File: config.mk
export PLATFORM = sky130hd
export DESIGN_NAME = key_schedule_ctrl
export DESIGN_NICKNAME = d
export VERILOG_FILES = /design/src/rtl/keysched_pkg.sv /design/src/rtl/key_schedule_ctrl_rc_lfsr.sv /design/src/rtl/key_schedule_ctrl.sv
export SDC_FILE = /design/constraint.sdc
export NUM_CORES = 1
export LEC_CHECK = 0
export ABC_AREA = 0
export CAP_MARGIN = 20
export CORE_ASPECT_RATIO = 0.6
export CORE_UTILIZATION = 46
export CTS_CLUSTER_DIAMETER = 80
export CTS_CLUSTER_SIZE = 40
export DETAILED_ROUTE_END_ITERATION = 10
export PLACE_DENSITY = 0.81
export SETUP_SLACK_MARGIN = 0.2
export SLEW_MARGIN = 40
export SYNTH_ARGS = -nofsm -noshare
export SYNTH_HDL_FRONTEND = slang
export SYNTH_SLANG_ARGS = --single-unit
File: constraint.sdc
create_clock -name clk -period 2.6 [get_ports clk]
set_input_delay 0.52 -clock clk [delete_from_list [all_inputs] [get_ports clk]]
set_output_delay 0.52 -clock clk [all_outputs]
set_load 0.02 [all_outputs]
File: src/rtl/keysched_pkg.sv
// Shared types and defaults for the key schedule sequencer and its round-constant LFSR.
package keysched_pkg;

  typedef enum logic [2:0] {
    IDLE,
    FILL,
    LOAD,
    RUN,
    DONE
  } ksc_state_t;

  localparam int KEY_WORDS = 4;

  localparam logic [9:0] DEF_C_SEED = 10'h001;
  localparam logic [9:0] DEF_C_POLY = 10'h240;  // x^10 + x^7 + 1

endpackage

File: src/rtl/key_schedule_ctrl_rc_lfsr.sv
// Galois LFSR producing the round constants fed to the generator's k input.
module rc_lfsr #(
  parameter int                DATAW  = 10,
  parameter logic [DATAW-1:0]  C_POLY = DATAW'(10'h240)
) (
  input  logic             clk,
  input  logic             reset,
  input  logic             load,
  input  logic [DATAW-1:0] seed,
  input  logic             adv,
  output logic [DATAW-1:0] state
);

  logic [DATAW-1:0] state_q;
  logic [DATAW-1:0] state_d;

  always_comb begin
    state_d = state_q;
    if (load) begin
      state_d = seed;
    end else if (adv) begin
      state_d = state_q[0] ? ((state_q >> 1) ^ C_POLY) : (state_q >> 1);
    end
  end

  always_ff @(posedge clk) begin
    if (reset) begin
      state_q <= seed;
    end else begin
      state_q <= state_d;
    end
  end

  assign state = state_q;

endmodule

File: src/rtl/key_schedule_ctrl.sv
// Key schedule sequencer: buffers a 4-word master key, replays it into keydegen, then feeds round constants.
// Optional abort input is compiled in when KSC_ABORT_EN is defined.
module key_schedule_ctrl
  import keysched_pkg::*;
#(
  parameter int               DATAW   = 10,
  parameter int               NROUNDS = 32,
  parameter logic [DATAW-1:0] C_SEED  = DATAW'(DEF_C_SEED),
  parameter logic [DATAW-1:0] C_POLY  = DATAW'(DEF_C_POLY),
  localparam int              IDXW    = $clog2(NROUNDS)
) (
  input  logic             clk,
  input  logic             reset,
  input  logic             start,
  input  logic [DATAW-1:0] key_in,
  input  logic             key_valid,
  output logic             key_ready,
  output logic [DATAW-1:0] kd_key,
  output logic             kd_kctr,
  output logic [DATAW-1:0] kd_k,
  output logic             rk_valid,
  output logic [IDXW-1:0]  rk_idx,
  output logic             busy,
  output logic             done
`ifdef KSC_ABORT_EN
  ,
  input  logic             abort
`endif
);

  localparam logic [IDXW-1:0] LAST_WORD = IDXW'(KEY_WORDS - 1);
  localparam logic [IDXW-1:0] RUN_LAST  = IDXW'(NROUNDS - 5);

  logic abort_i;
`ifdef KSC_ABORT_EN
  assign abort_i = abort;
`else
  assign abort_i = 1'b0;
`endif

  ksc_state_t state_q, state_d;
  logic [IDXW-1:0]  cnt_q, cnt_d;
  logic             key_ready_q, key_ready_d;
  logic [DATAW-1:0] kd_key_q, kd_key_d;
  logic             kd_kctr_q, kd_kctr_d;
  logic [DATAW-1:0] kd_k_q, kd_k_d;
  logic             rk_valid_q, rk_valid_d;
  logic [IDXW-1:0]  rk_idx_q, rk_idx_d;
  logic             busy_q, busy_d;
  logic             done_q, done_d;

  logic [DATAW-1:0] key_buf_q [KEY_WORDS];
  logic             wr_en;
  logic [1:0]       load_sel;
  logic             lfsr_load;
  logic             lfsr_adv;
  logic [DATAW-1:0] lfsr_state;

  rc_lfsr #(
    .DATAW  (DATAW),
    .C_POLY (C_POLY)
  ) u_rc_lfsr (
    .clk   (clk),
    .reset (reset),
    .load  (lfsr_load),
    .seed  (C_SEED),
    .adv   (lfsr_adv),
    .state (lfsr_state)
  );

  always_comb begin
    state_d   = state_q;
    cnt_d     = cnt_q;
    wr_en     = 1'b0;
    lfsr_load = 1'b0;
    case (state_q)
      IDLE: begin
        if (start && !abort_i) begin
          state_d = FILL;
          cnt_d   = '0;
        end
      end
      FILL: begin
        if (abort_i) begin
          state_d = IDLE;
        end else if (key_valid && key_ready_q) begin
          wr_en = 1'b1;
          if (cnt_q == LAST_WORD) begin
            state_d   = LOAD;
            cnt_d     = '0;
            lfsr_load = 1'b1;
          end else begin
            cnt_d = cnt_q + 1'b1;
          end
        end
      end
      LOAD: begin
        if (abort_i) begin
          state_d = IDLE;
        end else if (cnt_q == LAST_WORD) begin
          state_d = RUN;
          cnt_d   = '0;
        end else begin
          cnt_d = cnt_q + 1'b1;
        end
      end
      RUN: begin
        if (abort_i) begin
          state_d = IDLE;
        end else if (cnt_q == RUN_LAST) begin
          state_d = DONE;
        end else begin
          cnt_d = cnt_q + 1'b1;
        end
      end
      DONE: begin
        state_d = IDLE;
      end
      default: begin
        state_d = IDLE;
      end
    endcase
  end

  // Outputs are registered from the next state so they line up with the state they describe.
  always_comb begin
    load_sel    = (state_q == LOAD) ? (cnt_q[1:0] + 2'd1) : 2'd0;
    lfsr_adv    = (state_d == RUN);
    key_ready_d = (state_d == FILL);
    busy_d      = (state_d != IDLE);
    kd_kctr_d   = (state_d == LOAD);
    kd_key_d    = (state_d == LOAD) ? key_buf_q[load_sel] : '0;
    kd_k_d      = (state_d == RUN) ? lfsr_state : '0;
    done_d      = (state_d == DONE);
    rk_valid_d  = ((state_q == LOAD) || (state_q == RUN)) && !abort_i;
    rk_idx_d    = '0;
    if (rk_valid_d && rk_valid_q) begin
      rk_idx_d = rk_idx_q + 1'b1;
    end
  end

  always_ff @(posedge clk) begin
    if (wr_en) begin
      key_buf_q[cnt_q[1:0]] <= key_in;
    end
  end

  always_ff @(posedge clk) begin
    if (reset) begin
      state_q     <= IDLE;
      cnt_q       <= '0;
      key_ready_q <= 1'b0;
      kd_key_q    <= '0;
      kd_kctr_q   <= 1'b0;
      kd_k_q      <= '0;
      rk_valid_q  <= 1'b0;
      rk_idx_q    <= '0;
      busy_q      <= 1'b0;
      done_q      <= 1'b0;
    end else begin
      state_q     <= state_d;
      cnt_q       <= cnt_d;
      key_ready_q <= key_ready_d;
      kd_key_q    <= kd_key_d;
      kd_kctr_q   <= kd_kctr_d;
      kd_k_q      <= kd_k_d;
      rk_valid_q  <= rk_valid_d;
      rk_idx_q    <= rk_idx_d;
      busy_q      <= busy_d;
      done_q      <= done_d;
    end
  end

  assign key_ready = key_ready_q;
  assign kd_key    = kd_key_q;
  assign kd_kctr   = kd_kctr_q;
  assign kd_k      = kd_k_q;
  assign rk_valid  = rk_valid_q;
  assign rk_idx    = rk_idx_q;
  assign busy      = busy_q;
  assign done      = done_q;

endmodule

==> reports/results.tsv, run 1 <==
stage	metric	value	unit
routing	Wirelength per Cell	16.2	µm
worst_setup_path	Worst path slowest cell	or4b_1	
routing	vias	2175	
run_status	violated checks	DRC	
power	Leak Pwr	1.49	nW
timing	Worst Tran Pin Value	0.642	ns
cells_and_area	fin nets	330	
place	placed instance area	3840	µm²
place	I/O Buffers	43	
timing	Fin. Hold Viols	0	
power	Net Sw Frac	20.6	%
worst_setup_path	Worst Setup Start Kind	register	
job	Max Cap Viol	0	
worst_setup_path	Setup CP Type	reg -> reg	
routing	DRC	6	
timing	maximum clock rate	446	MHz
timing	final hold slack	0.480	ns
synth	Post-Synth Simple-Gate Area	15.4	%
power	Tot Pwr	2.83	mW
clocking	Worst-path clk slew	0.06	ns
synth	mapped cell area	3280	µm²
place	dpl ws	0.256	ns
synth	dominant synthesized flop cell	dfxtp_1	
worst_setup_path	Cell Chain, Critical Path	ha_1 -> or4b_1 -> o221a_4 -> o22ai_1 -> buf_4 -> a311oi_1	
power	PwrDens	682	nW/µm²
timing	Final period util	86.2	%
global_route	GRT overflow	0	
global_route	first-pass GRT wire length	10500	µm
cells_and_area	Design Area, Final	4150	µm²
synth	largest family of logic cells by synthesized area	simple AND/OR/NAND/NOR gates	
routing	Antenna Nets Post-Route	0	
global_route	all-layer global routing usage	18.8	%
timing	RSZ-0062 raised after global routing	false	
worst_hold_path	Hold Crit Class	reg -> reg	
die	Die Y-Extent	67.4	µm
die	die width	111	µm
die	core area	6790	µm²
clocking	Post-CTS Hold Buffers	0	
worst_setup_path	crit-path max FO	11	
clocking	CTS tree	done	
synth	syn avg cell area	12.6	µm²
synth	FFs w/ async S/R, synth	0	%
clocking	CTS Buf Count	9	
global_route	vias in the first global route	2038	
run_status	status	complete, but fails checks	
clocking	H-tree depth	3	
worst_setup_path	Critical Path RT	2.81	ns
cells_and_area	most frequent cells in the layout	dfxtp_1, clkdlybuf4s50_1, edfxtp_1	
routing	DR iter-0 viols	179	
timing	final setup fails	0	
worst_setup_path	slowest stage delay, CP	0.61	ns
synth	multiplexer area fraction after synthesis	2.44	%
clocking	post-CTS sizing	0	
synth	Yosys warnings	0	
worst_setup_path	WP data arrival	2.45	ns
timing	total negative slack	0	ns
synth	Synth Area in XOR/XNOR	1.60	%
power	Reg power frac	51.4	%
power	clock share of power	45.4	%
power	Gate power share	3.1	%
global_route	initial antenna violation count	0	
synth	Synth Area in Adders	1.91	%
clocking	Clk Latency, worst-skew pair	0.33	ns
die	# IOs	44	
clocking	clock buffer depth	2	
timing	final worst slack	0.359	ns
die	Die Area	7490	µm²
timing	Worst slew margin	56.6	%
global_route	largest net degree at the start of global routing	20	
synth	#FFs+latches synth	88	
synth	synth unique cells	46	
timing	Setup Skew	0.00535	ns
synth	Net Count, Synth	279	
timing	minimum clock period	2.24	ns
cells_and_area	post-layout util	61.1	%
clocking	TritonCTS sink count	88	
worst_setup_path	Crit. End Element	register	
synth	EDFF count, synth	40	
routing	Total Wirelength	6520	µm
timing	Slew Limit Fails	0	
synth	Seq/Total Area, Yosys	65.9	%
synth	Compound-Gate Fraction of Synth Area	10.0	%
cells_and_area	most common cell after layout, fill and taps aside	dfxtp_1	
routing	first-pass iteration count of the detailed router	7	
power	Peak VDD IR	330	µV
clocking	CTS root buffer	clkbuf_16	
cells_and_area	Non-Filler Instances	403	
place	placed insts	387	
routing	vias per cell	5.40	
place	DPL Wire Length	4230	µm
power	Pint	2.25	mW
power	Psw	0.583	mW
cells_and_area	synth-to-layout area growth	26.4	%
die	# rows	23	
die	Starting Density	48.3	%
clocking	post-CTS setup buffers	0	
cells_and_area	Inserted Diodes	0	
cells_and_area	layout cells sized above 1	12.0	%
synth	Syn Inst Count	260	
place	RD Place Congestion	0.873	
layer usage:
metal	part of all wire, %	global-route usage, %
met3	7.3	6.01
met5	0	0
met1	46	25.2
met4	1.5	8.11
met2	45	28.4
power groups by stage:
stage / Combinational, mW / Sequential, mW / Clock (mW)
after detailed placement: 0.0862 / 1.49 / 0
after floorplan: 0.0418 / 1.49 / 0
after CTS: 0.0868 / 1.46 / 1.32
after global routing: 0.0948 / 1.46 / 1.37
final: 0.0888 / 1.46 / 1.29
after global placement: 0.0834 / 1.49 / 0
final cells by class:
| cell class | instances | area [µm²] |
|---|---|---|
| fill | 504 | 2640 |
| timing repair buffer | 55 | 520 |
| sequential | 88 | 2160 |
| inverter | 4 | 15.0 |
| clock inverter | 7 | 80.1 |
| multi-input combinational | 153 | 1040 |
| clock buffer | 9 | 225 |
| tap | 87 | 109 |
logic make-up after synthesis:
family / count (synthesis)
AND/OR/NAND/NOR: 92
flip-flops: 88
AO/OA/AOI/OAI: 42
buffers and inverters: 19
multiplexers: 8
XOR/XNOR: 6
adder cells (fa/ha/maj): 5
cells in the mapped netlist, types with 2 or more instances:
library cell  number  area [µm²]
or3b_2             3        26.3
nor4b_1            2        17.5
edfxtp_1          40        1200
ha_1               5        62.6
nand4b_1           2        17.5
nand3b_1           3        22.5
nand3_1            4        20.0
o22ai_2            2        25.0
nor2b_1            4        25.0
xor2_1             2        17.5
and2_1             4        25.0
a311oi_1          10        87.6
mux2i_1            8        80.1
a21o_1             2        15.0
and3_1            13        81.3
clkbuf_1           7        26.3
xnor2_1            4        35.0
dfxtp_1           48         961
nor2_1            18        67.6
buf_2              6        30.0
or2_2              2        12.5
a21oi_1            3        15.0
nand2b_1           3        18.8
a31oi_1            3        18.8
o22ai_1           12        75.1
nor3_1             4        20.0
inv_1              4        15.0
nand2_1           24        90.1
path summary, 6_finish.rpt:
kind             start        end  slack [ns]  cells past startpoint
max           cnt_q[0]  kd_key[3]        0.36                      6
min          rk_idx[0]  rk_idx[0]        0.48                      1
max reg2reg   cnt_q[0]  kd_key[3]        0.36                      6
min reg2reg  rk_idx[0]  rk_idx[0]        0.48                      1
sequential cells by signal, indices dropped and copies added (netlist names):
signal / count
cnt_q: 5
state_q: 3
kd_k: 10
kd_kctr: 1
rk_idx: 5
key_buf_q: 40
rk_valid: 1
kd_key: 10
u_rc_lfsr.state: 10
key_ready: 1
busy: 1
done: 1
critical path, delay by kind of cell, from the launching register on:
| family | cells | cell delay, ns |
|---|---|---|
| DFF | 1 | 0.46 |
| buffers and inverters | 1 | 0.22 |
| adders and majority gates | 1 | 0.29 |
| AOI/OAI and AO/OA | 3 | 0.54 |
| and+or+nand+nor | 1 | 0.61 |
Power figures use the tool's default switching activity.
==> inputs of run 2 (changes only) <==
--- a/config.mk
+++ b/config.mk
@@ -8,11 +8,13 @@
 export ABC_AREA = 0
 export CAP_MARGIN = 20
 export CORE_ASPECT_RATIO = 0.6
+export CORE_MARGIN = 2
 export CORE_UTILIZATION = 46
 export CTS_CLUSTER_DIAMETER = 80
 export CTS_CLUSTER_SIZE = 40
 export DETAILED_ROUTE_END_ITERATION = 10
-export PLACE_DENSITY = 0.81
+export DONT_BUFFER_PORTS = 1
+export PLACE_DENSITY = 0.73
 export SETUP_SLACK_MARGIN = 0.2
 export SLEW_MARGIN = 40
 export SYNTH_ARGS = -nofsm -noshare
==> reports/results.tsv, run 2 (synthesis gave the netlist of run 1 again) <==
stage	metric	value	unit
power	Leak Pwr	1.32	nW
worst_setup_path	WP data arrival	2.37	ns
timing	total negative slack	0	ns
clocking	CTS tree	done	
global_route	vias in the first global route	1864	
worst_setup_path	r2r worst-path depth	6	
worst_hold_path	hold depth	1	
timing	maximum clock rate	461	MHz
global_route	initial antenna violation count	0	
routing	Total Wirelength	6150	µm
power	Peak VDD IR	374	µV
worst_setup_path	Largest delay share family, worst path	simple AND/OR/NAND/NOR gates	
clocking	H-tree depth	3	
worst_setup_path	Cell Chain, Critical Path	ha_1 -> or4b_1 -> o221a_4 -> o22ai_1 -> buf_4 -> a311oi_1	
cells_and_area	Inserted Diodes	0	
cells_and_area	synth-to-layout area growth	12.4	%
clocking	CTS Buf Count	9	
place	DPL Wire Length	4050	µm
routing	first-pass iteration count of the detailed router	7	
run_status	status	complete, but fails checks	
worst_setup_path	crit-path max FO	11	
clocking	CTS root buffer	clkbuf_16	
clocking	Post-CTS Hold Buffers	0	
cells_and_area	Non-Filler Instances	356	
place	I/O Buffers	0	
cells_and_area	post-layout util	54.3	%
global_route	met2 usage	24.2	%
routing	Antenna Nets Post-Route	0	
die	die width	113	µm
global_route	GR Util met3	7.60	%
die	Starting Density	48.3	%
worst_setup_path	Worst Setup Start Kind	register	
worst_setup_path	Worst path slowest cell	or4b_1	
global_route	all-layer global routing usage	16.6	%
timing	Setup Skew	0.00508	ns
worst_setup_path	Critical Path RT	2.80	ns
global_route	GR Layer Usage met1	22.3	%
place	placed insts	340	
routing	DR iter-0 viols	171	
die	core area	6790	µm²
worst_setup_path	Setup CP Type	reg -> reg	
run_status	violated checks	DRC	
global_route	largest net degree at the start of global routing	20	
job	Max Cap Viol	0	
worst_setup_path	slowest stage delay, CP	0.60	ns
cells_and_area	Largest register FFs	40	
global_route	GRT overflow	0	
die	Die Area	7850	µm²
global_route	grt peak-use layer	met2	
routing	vias per cell	5.47	
place	RD Place Congestion	0.800	
cells_and_area	layout cells sized above 1	13.0	%
routing	vias	1948	
timing	minimum clock period	2.17	ns
worst_setup_path	Buf/Inv on CP	1	
timing	RSZ-0062 raised after global routing	false	
timing	Worst slew margin	60.4	%
timing	Fin. Hold Viols	0	
cells_and_area	most frequent cells in the layout	dfxtp_1, edfxtp_1, nand2_1	
cells_and_area	fin nets	283	
cells_and_area	most common cell after layout, fill and taps aside	dfxtp_1	
routing	DRC	3	
worst_hold_path	Hold Crit Class	in -> reg	
routing	Wirelength per Cell	17.3	µm
global_route	first-pass GRT wire length	9870	µm
die	Die Y-Extent	69.4	µm
timing	Final period util	83.5	%
timing	Slew Limit Fails	0	
power	PwrDens	754	nW/µm²
timing	Worst Tran Pin Value	0.585	ns
die	# rows	23	
timing	final hold slack	0.260	ns
worst_setup_path	CP Depth	6	
clocking	Clk Latency, worst-skew pair	0.33	ns
die	# IOs	44	
clocking	clock buffer depth	2	
worst_setup_path	reg2reg setup slack	0.43	ns
clocking	TritonCTS sink count	88	
clocking	Worst-path clk slew	0.06	ns
timing	final setup fails	0	
worst_setup_path	Crit. End Element	register	
[run 2: cell types whose count changed in the layout (fill, tap and decap cells not counted)]
| cell | previous run | this run |
|---|---|---|
| clkbuf_8 | 0 | 2 |
| clkinv_4 | 3 | 0 |
| inv_8 | 1 | 0 |
| clkinv_2 | 0 | 2 |
| dfxtp_2 | 0 | 1 |
| clkdlybuf4s50_1 | 43 | 0 |
| buf_4 | 12 | 8 |
| dfxtp_1 | 48 | 47 |
[run 2: path summary, 6_finish.rpt]
check / from / end
worst max-delay path: cnt_q[1] / kd_key[0]
worst max register to register: cnt_q[1] / kd_key[0]
worst min register to register: u_rc_lfsr.state[6] / kd_k[6]
worst min-delay path: reset / cnt_q[3]
[run 2: area by class of cell]
cell class	instances	area (µm²)
fill	552	3100
multi-input combinational	153	1040
clock inverter	5	52.6
clock buffer	11	253
tap	87	109
sequential	88	2160
timing repair buffer	8	60.1
inverter	4	15.0
[run 2: worst reg2reg max path: stages (launching register included)]
cell and delay [ns]:
dfxtp_1 0.41, ha_1 0.28, or4b_1 0.61, o221a_4 0.31
o22ai_1 0.15, buf_4 0.22, a311oi_1 0.06
[run 2: per-stage QoR]
stage | area, µm² | total power [mW] | setup WS (ns)
3_5_place_dp | 3380 | 1.54 | 0.279
3_3_place_gp | 3380 | 1.54 | 0.377
4_1_cts | 3680 | 2.80 | 0.261
2_1_floorplan | 3280 | 1.53 | 0.561
6_report | 3690 | 2.78 | 0.429
5_1_grt | 3690 | 2.87 | 0.244
[run 2: layer usage]
layer / up-vias / routed length [µm] / part of all wire [%]
met4: 0 / 44 / 0.72
met1: 914 / 2780 / 45
met2: 68 / 2720 / 44
li1: 962 / - / -
met5: - / 0 / 0
met3: 4 / 601 / 9.8
[run 2: where the power goes]
group	switching, mW	internal (mW)	total (mW)
combinational	0.0297	0.0192	0.0489
clock	0.482	0.793	1.27
sequential	0.00818	1.45	1.46
total	0.520	2.26	2.78
[run 2: repair_timing]
item                       CTS  global route
setup buffers                0             0
resized for setup            0             2
setup endpoints to repair    0            20
==> inputs of run 3 (changes only) <==
==> constraint.sdc (replaced) <==
create_clock -name clk -period 2.2 [get_ports clk]
set_input_delay 0.44 -clock clk [delete_from_list [all_inputs] [get_ports clk]]
set_output_delay 0.44 -clock clk [all_outputs]
set_load 0.02 [all_outputs]
==> reports/results.tsv, run 3 (synthesis gave the netlist of run 1 again) <==
stage	metric	value	unit
timing	Slew Limit Fails	0	
cells_and_area	most common cell after layout, fill and taps aside	dfxtp_1	
global_route	largest net degree at the start of global routing	17	
die	die width	113	µm
place	I/O Buffers	0	
clocking	CTS Buf Count	9	
worst_setup_path	WP data arrival	2.18	ns
cells_and_area	synth-to-layout area growth	15.4	%
routing	DRC	2	
worst_setup_path	slowest stage delay, CP	0.52	ns
cells_and_area	layout cells sized above 1	18.8	%
clocking	Post-CTS Hold Buffers	0	
die	# IOs	44	
run_status	status	complete, but fails checks	
timing	Final period util	89.9	%
worst_setup_path	Crit. End Element	register	
worst_setup_path	Worst Setup Start Kind	register	
routing	vias	1993	
worst_setup_path	Setup CP Type	reg -> reg	
global_route	vias in the first global route	1870	
routing	DR iter-0 viols	196	
die	Die Area	7850	µm²
timing	total negative slack	0	ns
clocking	clock buffer depth	2	
run_status	violated checks	DRC	
die	core area	6790	µm²
die	# rows	23	
clocking	Clk Latency, worst-skew pair	0.33	ns
routing	Antenna Nets Post-Route	0	
clocking	CTS root buffer	clkbuf_16	
routing	first-pass iteration count of the detailed router	7	
cells_and_area	fin nets	291	
cells_and_area	Inserted Diodes	0	
timing	minimum clock period	1.98	ns
power	Peak VDD IR	390	µV
cells_and_area	post-layout util	55.8	%
timing	maximum clock rate	506	MHz
timing	Worst Tran Pin Value	0.483	ns
place	RD Place Congestion	0.852	
worst_setup_path	Worst path slowest cell	or4b_4	
clocking	H-tree depth	3	
worst_setup_path	Cell Chain, Critical Path	ha_2 -> or4b_4 -> o221a_4 -> o22ai_2 -> buf_4 -> a311oi_1	
routing	vias per cell	5.48	
routing	Wirelength per Cell	17.0	µm
timing	Worst slew margin	67.7	%
global_route	initial antenna violation count	0	
routing	Total Wirelength	6180	µm
clocking	Worst-path clk slew	0.06	ns
global_route	GRT overflow	0	
place	DPL Wire Length	4010	µm
clocking	TritonCTS sink count	88	
worst_setup_path	Largest delay share family, worst path	compound AO/OA/AOI/OAI gates	
worst_setup_path	Critical Path RT	2.40	ns
power	Leak Pwr	1.37	nW
worst_setup_path	Buf/Inv on CP	1	
cells_and_area	most frequent cells in the layout	dfxtp_1, edfxtp_1, nand2_1	
worst_hold_path	Hold Crit Class	in -> reg	
timing	final setup fails	0	
global_route	first-pass GRT wire length	9670	µm
die	Die Y-Extent	69.4	µm
timing	RSZ-0062 raised after global routing	true	
timing	Fin. Hold Viols	0	
die	Starting Density	48.3	%
job	Max Cap Viol	0	
global_route	all-layer global routing usage	16.3	%
cells_and_area	Largest register FFs	40	
timing	Setup Skew	0.00672	ns
clocking	CTS tree	done	
worst_setup_path	crit-path max FO	8	
power	PwrDens	860	nW/µm²
run 3: power breakdown:
part           switching, mW  internal (mW)
logic                 0.0336         0.0236
clock network          0.622          0.852
registers             0.0115           1.72
total                  0.668           2.59
run 3: area by class of cell:
cell class | instances | area (µm²)
Timing Repair Buffer | 16 | 124
Tap cell | 87 | 109
Clock buffer | 11 | 254
Fill cell | 556 | 3000
Clock inverter | 5 | 45.0
Multi-Input combinational cell | 153 | 1070
Sequential cell | 88 | 2170
Inverter | 4 | 15.0
run 3: worst paths after layout:
check	depth (start not counted)	startpoint	slack (ns)	end
hold / removal	1	reset	0.17	state_q[0]
setup reg to reg	6	cnt_q[0]	0.22	kd_key[4]
setup / recovery	6	cnt_q[0]	0.22	kd_key[4]
hold reg to reg	1	u_rc_lfsr.state[5]	0.50	kd_k[5]
run 3: repair_timing:
action                                 CTS  global route
endpoints found under the hold margin    0             0
buffers inserted                         0             2
resized for setup                        5            12
setup endpoints to repair               31            38
gates cloned                             0             1
run 3: through the flow:
stage          instance area (µm²)  instances  power (mW)  hold WS [ns]  setup WS (ns)
5_1_grt                       3790        364        3.37         0.157          0.165
3_3_place_gp                  3420        345        1.82         0.487          0.120
6_report                      3790        364        3.26         0.171          0.222
2_1_floorplan                 3290        260        1.81         0.449          0.264
3_5_place_dp                  3420        345        1.82         0.482         0.0743
4_1_cts                       3730        361        3.29         0.162          0.204
run 3: worst register-to-register path, cell delays in order (launching register included):
cell and delay [ns]:
dfxtp_4 0.39, ha_2 0.18, or4b_4 0.52, o221a_4 0.29
o22ai_2 0.22, buf_4 0.20, a311oi_1 0.05
run 3: metal layers:
layer / GRT usage [%] / routed length, µm / part of all wire [%] / vias to the layer above
met5: 0 / 0 / 0 / -
met4: 6.10 / 81 / 1.3 / 0
met3: 6.82 / 626 / 10 / 8
met2: 21.8 / 2570 / 42 / 65
met1: 23.4 / 2900 / 47 / 934
li1: - / - / - / 986
